<file path="src/rtl/fetch_stage_if.sv">
// Bundle of the decode-side handshake and instruction-BRAM read port of the fetch stage.
// The fetch stage connects through the master modport; the surrounding core/memory through slave.
`timescale 1ns/1ps
interface fetch_stage_if #(
    parameter int ADDR_W = 14
);
    logic              enable;
    logic [31:0]       pc_in;
    logic              flush;
    logic              done;
    logic [31:0]       pc;
    logic [31:0]       command;
    logic              misaligned;
    logic              busy;
    logic              imem_en;
    logic [ADDR_W-1:0] imem_addr;
    logic [31:0]       imem_rdata;
    logic [31:0]       fetch_count;

    modport master (
        input  enable, pc_in, flush, imem_rdata,
        output done, pc, command, misaligned, busy, imem_en, imem_addr, fetch_count
    );

    modport slave (
        output enable, pc_in, flush, imem_rdata,
        input  done, pc, command, misaligned, busy, imem_en, imem_addr, fetch_count
    );
endinterface

</file>
<file path="src/rtl/fetch_stage.sv">
// Instruction-fetch stage: one BRAM word read per accepted enable, with a one-cycle done pulse
// toward decode, flush abort, and misaligned-PC detection without a memory access.
`timescale 1ns/1ps
module fetch_stage #(
    parameter int ADDR_W      = 14,
    parameter int MEM_LATENCY = 1
) (
    input logic           clk,
    input logic           rst,
    fetch_stage_if.master bus
);

    typedef enum logic [1:0] {
        IDLE,
        WAIT,
        DONE
    } state_t;

    localparam logic [2:0] LAT = 3'(MEM_LATENCY);

    state_t            state_q, state_d;
    logic [2:0]        cnt_q, cnt_d;
    logic [31:0]       pc_q, pc_d;
    logic [31:0]       command_q, command_d;
    logic [31:0]       fetch_count_q, fetch_count_d;
    logic              misaligned_q, misaligned_d;
    logic              imem_en_q, imem_en_d;
    logic [ADDR_W-1:0] imem_addr_q, imem_addr_d;

    always_ff @(posedge clk or posedge rst) begin
        if (rst) begin
            state_q       <= IDLE;
            cnt_q         <= '0;
            pc_q          <= '0;
            command_q     <= '0;
            fetch_count_q <= '0;
            misaligned_q  <= 1'b0;
            imem_en_q     <= 1'b0;
            imem_addr_q   <= '0;
        end else begin
            state_q       <= state_d;
            cnt_q         <= cnt_d;
            pc_q          <= pc_d;
            command_q     <= command_d;
            fetch_count_q <= fetch_count_d;
            misaligned_q  <= misaligned_d;
            imem_en_q     <= imem_en_d;
            imem_addr_q   <= imem_addr_d;
        end
    end

    always_comb begin
        state_d       = state_q;
        cnt_d         = cnt_q;
        pc_d          = pc_q;
        command_d     = command_q;
        fetch_count_d = fetch_count_q;
        misaligned_d  = misaligned_q;
        imem_en_d     = 1'b0;
        imem_addr_d   = imem_addr_q;

        case (state_q)
            IDLE: begin
                // flush outranks enable, so a simultaneous start is dropped
                if (bus.enable && !bus.flush) begin
                    pc_d = bus.pc_in;
                    if (bus.pc_in[1:0] == 2'b00) begin
                        imem_addr_d = bus.pc_in[ADDR_W+1:2];
                        imem_en_d   = 1'b1;
                        cnt_d       = LAT;
                        state_d     = WAIT;
                    end else begin
                        command_d    = '0;
                        misaligned_d = 1'b1;
                        state_d      = DONE;
                    end
                end
            end
            WAIT: begin
                if (bus.flush) begin
                    state_d = IDLE;
                end else if (cnt_q != 3'd0) begin
                    cnt_d = cnt_q - 3'd1;
                end else begin
                    command_d     = bus.imem_rdata;
                    misaligned_d  = 1'b0;
                    fetch_count_d = fetch_count_q + 32'd1;
                    state_d       = DONE;
                end
            end
            DONE: begin
                state_d = IDLE;
            end
            default: begin
                state_d = IDLE;
            end
        endcase
    end

    assign bus.done        = (state_q == DONE);
    assign bus.busy        = (state_q != IDLE);
    assign bus.pc          = pc_q;
    assign bus.command     = command_q;
    assign bus.misaligned  = misaligned_q;
    assign bus.imem_en     = imem_en_q;
    assign bus.imem_addr   = imem_addr_q;
    assign bus.fetch_count = fetch_count_q;

endmodule
</file>
<file path="src/flat_wrapper.sv">
// flat-port wrapper written by rule: the top's interface ports become plain ports
module fetch_stage_flat 
#(
    parameter int ADDR_W      = 14,
    parameter int MEM_LATENCY = 1
)
  (clk, rst, bus_enable, bus_pc_in, bus_flush, bus_imem_rdata, bus_done, bus_pc, bus_command, bus_misaligned, bus_busy, bus_imem_en, bus_imem_addr, bus_fetch_count);
  fetch_stage_if #(.ADDR_W(ADDR_W)) bus_i ();
  input logic clk;
  input logic rst;
  input wire logic [$bits(bus_i.enable)-1:0] bus_enable;
  input wire logic [$bits(bus_i.pc_in)-1:0] bus_pc_in;
  input wire logic [$bits(bus_i.flush)-1:0] bus_flush;
  input wire logic [$bits(bus_i.imem_rdata)-1:0] bus_imem_rdata;
  output wire logic [$bits(bus_i.done)-1:0] bus_done;
  output wire logic [$bits(bus_i.pc)-1:0] bus_pc;
  output wire logic [$bits(bus_i.command)-1:0] bus_command;
  output wire logic [$bits(bus_i.misaligned)-1:0] bus_misaligned;
  output wire logic [$bits(bus_i.busy)-1:0] bus_busy;
  output wire logic [$bits(bus_i.imem_en)-1:0] bus_imem_en;
  output wire logic [$bits(bus_i.imem_addr)-1:0] bus_imem_addr;
  output wire logic [$bits(bus_i.fetch_count)-1:0] bus_fetch_count;
  assign bus_i.enable = bus_enable;
  assign bus_i.pc_in = bus_pc_in;
  assign bus_i.flush = bus_flush;
  assign bus_i.imem_rdata = bus_imem_rdata;
  assign bus_done = bus_i.done;
  assign bus_pc = bus_i.pc;
  assign bus_command = bus_i.command;
  assign bus_misaligned = bus_i.misaligned;
  assign bus_busy = bus_i.busy;
  assign bus_imem_en = bus_i.imem_en;
  assign bus_imem_addr = bus_i.imem_addr;
  assign bus_fetch_count = bus_i.fetch_count;
  fetch_stage #(.ADDR_W(ADDR_W), .MEM_LATENCY(MEM_LATENCY)) u_core (.clk(clk), .rst(rst), .bus(bus_i));
endmodule
</file>
<file path="config.mk">
export PLATFORM = sky130hd
export DESIGN_NAME = fetch_stage_flat
export DESIGN_NICKNAME = d
export VERILOG_FILES = /design/src/rtl/fetch_stage_if.sv /design/src/rtl/fetch_stage.sv /design/src/flat_wrapper.sv
export SDC_FILE = /design/constraint.sdc
export NUM_CORES = 1
export LEC_CHECK = 0
export ABC_AREA = 0
export CORE_UTILIZATION = 47
export CTS_CLUSTER_DIAMETER = 60
export DETAILED_ROUTE_END_ITERATION = 6
export PLACE_DENSITY = 0.85
export SYNTH_ARGS = -nofsm -noshare
export SYNTH_HDL_FRONTEND = slang
export SYNTH_SLANG_ARGS = --single-unit
</file>
<file path="constraint.sdc">
create_clock -name clk -period 11.4 [get_ports clk]
set_input_delay 2.28 -clock clk [delete_from_list [all_inputs] [get_ports clk]]
set_output_delay 2.28 -clock clk [all_outputs]
set_load 0.05 [all_outputs]
</file>
==> flow_summary.json, run 1 <==
{
  "avgViaCountPerCell": 5.281,
  "synthCells": 346,
  "synth_top_cell_by_area": "dfrtp_1",
  "cts_tree": "yes",
  "power_density_mw_per_mm2": 199.7,
  "pin_count": 182,
  "io_buffers": 181,
  "drive_gt1_share_pct": 17.18,
  "wire_per_inst_um": 17.80,
  "die_h_um": 103.0,
  "final_cells": 680,
  "synth-edff-count": 0,
  "synth_seq_area_share_pct": 61.02,
  "ys_types": 40,
  "yosys.cell_count.top_type": "dfrtp_1",
  "row_count": 36,
  "cts_buffers": 17,
  "slowest_stage": "clkdlybuf4s50_1",
  "critPathMaxStageDelay_ns": 0.71,
  "post_cts_buffers": 0,
  "rr_startpoint": "u_core.cnt_q[0]",
  "synth.area.top_cells": "dfrtp_1 (61%), mux2_2 (11%), a22o_1 (5.8%)",
  "rr_worst_depth": 6,
  "antenna_cells": 0,
  "die_w_um": 103.0,
  "synthFlopType": "dfrtp_1",
  "dieArea_mm2": 0.01062,
  "synth_seq_cells": 117,
  "hold_path_class": "register to register",
  "synth_common_cells": "dfrtp_1 (117), mux2_2 (46), a22o_1 (32)",
  "areaGrowthSynthToFinish_pct": 51.58,
  "fmax_mhz": 233.7,
  "numClockSinks": 117,
  "hold_slack_ns": 0.4817,
  "cap_violations": 0,
  "grt_max_degree": 77,
  "dr.pass1.iters": 4,
  "cp_num_buf_inv": 1,
  "core_mm2": 0.009819,
  "cts_buffer_depth": 2,
  "async_reset_ff_share_pct": 100.0,
  "layout.nets": 605,
  "rsz0062_at_grt": "false",
  "antenna_left": 0,
  "start_util_pct": 48.87,
  "worst_pin_slew_ns": 1.181,
  "crit_start": "u_core.state_q[0]",
  "fin_area_mm2": 0.007273,
  "finalPower_mw": 1.452,
  "r2r-end": "u_core.bus.command[4]",
  "drt_iter0_drc": 139,
  "htreeDepth": 4,
  "cp_data_required_time_ns": 9.12,
  "postSynthAreaPerCell_um2": 13.87,
  "clkTransAtPathRegs_ns": 0.05,
  "clk-insertion-delay-late_ns": 0.50,
  "cp-endpoint": "bus_busy",
  "status": "complete, no violations",
  "p_leak_nw": 3.084,
  "path_class": "register to output port",
  "syn_nets": 417,
  "timing.final.crit_share_pct": 37.53,
  "post_dp_cell_area_mm2": 0.006691,
  "gp_congestion": 0.8305,
  "cp_top_family": "buffers and inverters",
  "grt_pass1_vias": 3796,
  "root_buffer": "clkbuf_8",
  "fin_crit_ns": 4.278,
  "grt_antenna_before_repair": 0,
  "vias": 3591,
  "path_cells": "or2_2 -> clkdlybuf4s50_1",
  "place_hpwl_um": 8384,
  "grt_pass1_wl_um": 18950,
  "gr-usage-all-layers_pct": 24.11,
  "dpl.cell_count": 648,
  "worstSetupEndpointType": "output port",
  "grt.overflow.total": 0,
  "cp-start-kind": "register",
  "setup_viol": 0,
  "cts-resized-gates": 0,
  "fillers": 692,
  "reg2reg_slack_ns": 9.00,
  "synth.top_cell.area_share_pct": 61.02,
  "hold_buffers": 0,
  "arrival_ns": 2.00,
  "slew_violations": 0,
  "maxSlewHeadroom_pct": 21.07,
  "cp.depth": 2,
  "syn-cell-area_mm2": 0.004798,
  "cp_max_fo": 8,
  "tns_ns": 0,
  "skew_ns": 0.007935,
  "wl_um": 12110,
  "ir_worst_vdd_mv": 0.1250,
  "synth-warning-count": 0,
  "drc": 0,
  "hold_violations": 0
}
worst min-delay path by stage:
stage | startpoint | to | slack (ns) | cells after the start
6_report | u_core.bus.fetch_count[31] | u_core.bus.fetch_count[31] | 0.48 | 1
5_1_grt | u_core.bus.pc[24] | u_core.bus.pc[24] | 0.51 | 1
4_1_cts | u_core.bus.fetch_count[31] | u_core.bus.fetch_count[31] | 0.49 | 1
3_5_place_dp | u_core.cnt_q[1] | u_core.cnt_q[1] | 0.48 | 1
3_3_place_gp | u_core.bus.fetch_count[31] | u_core.bus.fetch_count[31] | 0.46 | 1
2_1_floorplan | u_core.cnt_q[1] | u_core.cnt_q[1] | 0.46 | 1
cells by family after synthesis:
family / Yosys count / share of synthesized area [%]
buf+inv: 21 / 2.686
xor+xnor: 31 / 5.658
mux: 47 / 11.03
flops: 117 / 61.02
simple gates: 88 / 12.07
fa+ha+maj: 3 / 0.7824
compound gates: 39 / 6.754
worst register-to-register path, cell delays in order, from the launching register on:
cell      delay, ns
dfrtp_1        0.39
inv_1          0.08
ha_1           0.22
nand3b_4       0.17
o21ai_0        0.18
nand2_1        0.73
a22o_1         0.51
routing by layer:
| metal | GRT usage, % | vias up | part of all wire [%] | wire [um] |
|---|---|---|---|---|
| met5 | 0 | - | 0 | 0 |
| met1 | 27.00 | 1790 | 39 | 4701 |
| met2 | 42.56 | 158 | 52 | 6315 |
| li1 | - | 1629 | - | - |
| met4 | 7.259 | 0 | 1.2 | 148 |
| met3 | 9.288 | 14 | 7.8 | 942 |
power by group:
group	internal, mW	switching [mW]	total, mW
combinational	0.158	0.267	0.425
sequential	0.473	0.0409	0.514
clock	0.318	0.195	0.513
total	0.950	0.503	1.45
layout by cell type, fill, tap and decap left out, types with 3 or more instances in the layout:
cell type	n
xnor2_1	25
inv_1	6
nor4_1	4
dfrtp_1	117
clkinvlp_4	3
ha_1	3
nand3_1	14
nor3_1	4
xor2_1	6
nand2_1	10
and3_1	8
clkinv_4	5
mux2_2	46
clkbuf_16	16
nand4_1	18
clkdlybuf4s50_1	181
nor2_1	7
a22o_1	32
stage by stage:
stage | worst slack [ns] | util, %
finish | 7.122 | 74.07
global placement | 6.883 | 68.14
detailed placement | 6.808 | 68.14
floorplan | 6.019 | -
global route | 7.036 | 74.07
CTS | 7.108 | 74.07
cell type report:
type	instances	area, um2	share of cell area [%]
Clock inverter	14	153.9	2.116
Timing Repair Buffer	183	1827	25.12
Multi-Input combinational cell	208	1742	23.95
Inverter	7	28.78	0.3957
Clock buffer	18	427.9	5.883
Sequential cell	117	2928	40.25
Tap cell	133	166.4	2.288
state kept, by name, indices dropped and copies added, names as in the netlist:
| name | count |
|---|---|
| u_core.bus.command | 32 |
| u_core.bus.fetch_count | 32 |
| u_core.bus.pc | 32 |
| u_core.bus.imem_addr | 14 |
| u_core.cnt_q | 3 |
| u_core.state_q | 2 |
| u_core.bus.imem_en | 1 |
| u_core.bus.misaligned | 1 |
Power figures use the tool's default switching activity.
==> inputs of run 2 (changes only) <==
- CORE_UTILIZATION: 47 -> 44
- PLACE_DENSITY: 0.85 -> 0.8
- clock period: 11.4 -> 4.2 ns (I/O delays scaled with it)
==> run 2 against run 1 <==
  * Utilization down 4.3 points
  * Sequential share of layout area fell by 0.14 points
  * Flip-flop and latch count unchanged
  * Via count is 2.4% lower
  * Global-route usage fell by 2.7 points
  * Critical path depth did not move
  * Hold slack lost 0.0099 ns
  * Clock power rose to 2.8 times the previous value
  * Power grew to 2.7 times the previous value
  * Non-clock buffer count is the same
  * Combinational power increased to 2.7 times the previous value
  * Clock skew is essentially flat
  * Critical path type unchanged
==> flow_summary.json, run 2 (synthesized netlist as in run 1, its figures left out) <==
{
  "status": "complete, no violations",
  "wl_um": 11250,
  "gr-usage-all-layers_pct": 21.41,
  "cp_max_fo": 8,
  "timing.final.crit_share_pct": 68.13,
  "maxSlewHeadroom_pct": 27.70,
  "slowest_stage": "clkdlybuf4s50_1",
  "rr_startpoint": "u_core.cnt_q[0]",
  "worst_pin_slew_ns": 1.082,
  "tns_ns": 0,
  "power_frac_seq_pct": 35.2,
  "cts-resized-gates": 0,
  "reg2reg_slack_ns": 1.88,
  "drc": 0,
  "row_count": 37,
  "power_density_mw_per_mm2": 543.8,
  "rr_worst_depth": 6,
  "cp-start-kind": "register",
  "register_area_mm2": 0.002928,
  "io_buffers": 181,
  "fillers": 785,
  "p_leak_nw": 3.099,
  "post_cts_buffers": 0,
  "path_cells": "or2_2 -> clkdlybuf4s50_1",
  "grt.overflow.total": 0,
  "p_comb_share_pct": 29.0,
  "fmax_mhz": 349.5,
  "dr.pass1.iters": 4,
  "drive_gt1_share_pct": 16.64,
  "pre_cts_slack_ns": 1.118,
  "clk-insertion-delay-late_ns": 0.51,
  "cp-endpoint": "bus_busy",
  "multi_input_area_mm2": 0.001742,
  "grt_max_degree": 69,
  "slew_violations": 0,
  "grt_pass1_wl_um": 18570,
  "gp_congestion": 0.7667,
  "arrival_ns": 2.02,
  "cap_violations": 0,
  "antenna_cells": 0,
  "vias": 3504,
  "cts_buffers": 17,
  "power_switching_mw": 1.309,
  "wire_per_inst_um": 16.47,
  "core_mm2": 0.01046,
  "crit_start": "u_core.state_q[0]",
  "grt_antenna_before_repair": 0,
  "htreeDepth": 4,
  "die_w_um": 106.4,
  "cell_internal_pwr_mw": 2.660,
  "numClockSinks": 117,
  "antenna_left": 0,
  "r2r-end": "u_core.bus.command[7]",
  "critPathMaxStageDelay_ns": 0.71,
  "fin_crit_ns": 2.862,
  "layout.nets": 605,
  "swShare_pct": 32.98,
  "areaGrowthSynthToFinish_pct": 52.13,
  "path_class": "register to output port",
  "cts_tree": "yes",
  "pin_count": 182,
  "avgViaCountPerCell": 5.130,
  "mostFrequentLayoutCells": "clkdlybuf4s50_1 (181), dfrtp_1 (117), mux2_2 (46)",
  "hold_violations": 0,
  "clkTransAtPathRegs_ns": 0.05,
  "worstSetupEndpointType": "output port",
  "drt_iter0_drc": 118,
  "hold_buffers": 0,
  "ir_worst_vdd_mv": 0.2803,
  "clkPwrFrac_pct": 35.9,
  "cp_data_required_time_ns": 3.36,
  "final_common_cell": "clkdlybuf4s50_1",
  "start_util_pct": 45.86,
  "grt_pass1_vias": 3662,
  "place_hpwl_um": 7963,
  "root_buffer": "clkbuf_8",
  "rsz0062_at_grt": "false",
  "setup_viol": 0,
  "cts_buffer_depth": 2,
  "worst_slack_ns": 1.338,
  "die_h_um": 106.4,
  "skew_ns": 0.007707,
  "dieArea_mm2": 0.01133,
  "hold_path_class": "register to register"
}
## run 2: cell count changes in the layout (fill, tap and decap cells not counted), sizes merged
cell | previous run | this run
clkinv | 7 | 4
clkbuf | 18 | 23
clkinvlp | 3 | 2
bufinv | 2 | 3
inv | 9 | 7
## run 2: how the worst min path moves through the flow
stage	end	slack [ns]	depth (start not counted)	from
after floorplan	u_core.cnt_q[1]	0.46	1	u_core.cnt_q[1]
after CTS	u_core.bus.fetch_count[31]	0.48	1	u_core.bus.fetch_count[31]
final	u_core.bus.fetch_count[31]	0.47	1	u_core.bus.fetch_count[31]
after global placement	u_core.bus.fetch_count[31]	0.46	1	u_core.bus.fetch_count[31]
after global routing	u_core.bus.fetch_count[31]	0.51	1	u_core.bus.fetch_count[31]
after detailed placement	u_core.bus.fetch_count[31]	0.47	1	u_core.bus.fetch_count[31]
## run 2: critical path: cells and delay by family, from the launching register on
family                 cells  cell delay, ns
buffers and inverters      1            0.71
DFF                        1            0.48
and+or+nand+nor            1            0.32
## run 2: per-layer routing
layer | part of all wire (%) | routed length (um) | global-route usage, %
met4 | 1.7 | 193 | 9.002
met5 | 0 | 0 | 0
met2 | 51 | 5741 | 36.04
met3 | 6.1 | 689 | 5.825
met1 | 41 | 4627 | 25.87
## run 2: final cells by class
| type | count | share of cell area [%] |
|---|---|---|
| multi-input combinational | 208 | 23.86 |
| clock inverter | 9 | 1.714 |
| tap | 136 | 2.331 |
| inverter | 7 | 0.3942 |
| clock buffer | 23 | 6.394 |
| timing repair buffer | 183 | 25.20 |
| sequential | 117 | 40.11 |
## run 2: power by group through the flow
stage / clock network (mW) / registers, mW / logic, mW
2_1_floorplan: 0 / 1.90 / 0.240
3_3_place_gp: 0 / 1.40 / 1.14
3_5_place_dp: 0 / 1.41 / 1.16
4_1_cts: 1.46 / 1.40 / 1.16
5_1_grt: 1.50 / 1.41 / 1.20
6_report: 1.42 / 1.40 / 1.15
## run 2: per-stage QoR
| stage | power, mW | std cells | hold slack [ns] | instance area (um2) | utilization [%] |
|---|---|---|---|---|---|
| after CTS | 4.016 | 683 | 0.4768 | 7300 | 69.77 |
| final | 3.970 | 683 | 0.4718 | 7300 | 69.77 |
| after floorplan | 2.139 | 346 | 0.4561 | 4798 | - |
| after global placement | 2.541 | 651 | 0.4630 | 6708 | 64.11 |
| after detailed placement | 2.570 | 651 | 0.4693 | 6708 | 64.11 |
| after global routing | 4.119 | 683 | 0.5053 | 7300 | 69.77 |
==> variant (config.mk and constraints of run 2) <==
Reset style: synchronous (`rst`), changed in one clocked block.
--- a/src/rtl/fetch_stage.sv
+++ b/src/rtl/fetch_stage.sv
@@ -27,7 +27,7 @@
     logic              imem_en_q, imem_en_d;
     logic [ADDR_W-1:0] imem_addr_q, imem_addr_d;
 
-    always_ff @(posedge clk or posedge rst) begin
+    always_ff @(posedge clk) begin
         if (rst) begin
             state_q       <= IDLE;
             cnt_q         <= '0;
Check against the original RTL: differs if rst is asserted again (counterexample within 4 cycles, from zero or initial values and one cycle with rst high); with rst held inactive, the same outputs for 4 cycles.
==> variant against run 2 <==
Sequential cell count unchanged; design area is 4.7% lower; synthesized area shrank 5.4%; critical path depth is the same; count of clock-buffer cells in the layout decreased by 6; worst setup slack lost 70 ps; routed wire length rose by 13%; critical path type unchanged; critical endpoint unchanged; largest cell class unchanged; highest routed layer unchanged.
Power is not compared: it rests on default switching activity, and its combinational part moved more than twofold at a synthesized area within 25%.
==> variant: results (changes against run 2) <==
stage	metric	value	unit	change
outcome	status	completed		unchanged
synth	Netlist cell types	36		was 40
setup_path	Worst R2R Setup Slack	1610	ps	was 1880 ps
routing	vias	4542		was 3,504
min_path	WHS Path Cells	2		was 1
setup_path	WP data arrival	2090	ps	was 2020 ps
global_route	number of global-route vias before repair	4236		was 3,662
min_path	Hold Path Origin	u_core.bus.pc[18]		was u_core.bus.fetch_count[31]
global_route	pin count of the biggest net entering global routing	103		was 69
global_route	GRT Overall Usage	0.233		was 0.214
cells_and_area	Nets	772		was 605
timing	Slew Limit Headroom	0.289		was 0.277
synth	commonest register cell after synthesis	dfxtp_1		was dfrtp_1
synth	most frequent cells after synthesis	dfxtp_1 (117), nand2_1 (109), a21oi_1 (90)		was dfrtp_1 (117), mux2_2 (46), a22o_1 (32)
min_path	WHS Endpoint	u_core.bus.pc[18]		was u_core.bus.fetch_count[31]
routing	Starting DRT DRC Count	217		was 118
place	GPL Wtd Cong	0.767		about the same
synth	Post-Syn Nets	605		was 417
setup_path	start of the worst register-to-register path	u_core.cnt_q[0]		unchanged
cells_and_area	layout cells sized above 1	0.0630		was 0.166
routing	WL final	12700	µm	was 11,300 µm
global_route	first-pass GRT wire length	20400	µm	was 18,600 µm
synth	Post-Synth Adder-Cell Area	0.00827		was 0.00782
synth	largest cells by area after synthesis	dfxtp_1 (52%), a21oi_1 (9.9%), nand2_1 (9.0%)		was dfrtp_1 (61%), mux2_2 (11%), a22o_1 (5.8%)
cells_and_area	# fillers	765		was 785
routing	met1 WL	5150	µm	was 4630 µm
place	Detail Placement HPWL	8580	µm	was 7960 µm
place	worst slack, placed	864	ps	was 1120 ps
setup_path	peak fanout along the critical path	12		was 8
synth	post-synthesis mux area share	0.00469		was 0.110
routing	WL met3	848	µm	was 689 µm
setup_path	RR Endpoint	u_core.bus.fetch_count[27]		was u_core.bus.command[7]
routing	DRT Pass-1 Iters	5		was 4
synth	ys async rst share	0		was 1.00
synth	Synth Area in Compound Gates	0.208		was 0.0675
==> variant: per-stage QoR <==
step	cells	hold slack (ps)	cell area [µm²]	utilization
after global placement	815	442	6410	0.649
after CTS	847	457	6950	0.705
after detailed placement	815	449	6410	0.649
after floorplan	534	492	4540	-
final	847	455	6950	0.705
after global routing	847	472	6950	0.705
==> variant: how the worst max path moves through the flow <==
stage	startpoint	end	slack [ps]	depth (start not counted)
6_report	u_core.state_q[0]	bus_busy	1270	2
4_1_cts	u_core.state_q[0]	bus_busy	1280	2
2_1_floorplan	u_core.bus.fetch_count[8]	u_core.bus.fetch_count[29]	1870	5
3_3_place_gp	bus_flush	u_core.bus.fetch_count[31]	990	5
3_5_place_dp	bus_flush	u_core.bus.fetch_count[27]	860	5
5_1_grt	bus_flush	u_core.bus.fetch_count[31]	1130	5
==> variant: power by group <==
group	switching, mW	total (mW)	internal, mW
combinational	0.159	0.269	0.111
sequential	0.0126	1.14	1.13
clock	0.536	1.32	0.786
total	0.707	2.74	2.03
==> variant: cells by family after synthesis <==
kind of cell | count (synthesis)
compound gates | 168
xor+xnor | 7
buf+inv | 44
mux | 2
fa+ha+maj | 3
simple gates | 193
flops | 117
==> variant: layout make-up <==
class                      count  area (µm²)  share of cell area
tap                          133         166              0.0239
timing repair buffer         186        1850               0.266
clock inverter                15         133              0.0191
multi-input combinational    373        2030               0.292
inverter                       6        22.5             0.00324
sequential                   117        2340               0.337
clock buffer                  17         414              0.0596
==> variant: per-layer routing <==
metal | up-vias | GRT usage
met3 | 20 | 0.0818
met5 | - | 0
met1 | 2164 | 0.265
met4 | 0 | 0.0890
met2 | 128 | 0.401
li1 | 2230 | -
==> variant: critical path: stages (launching register included) <==
cell and delay (ps):
dfxtp_1 580, or2_2 190, clkdlybuf4s50_1 820
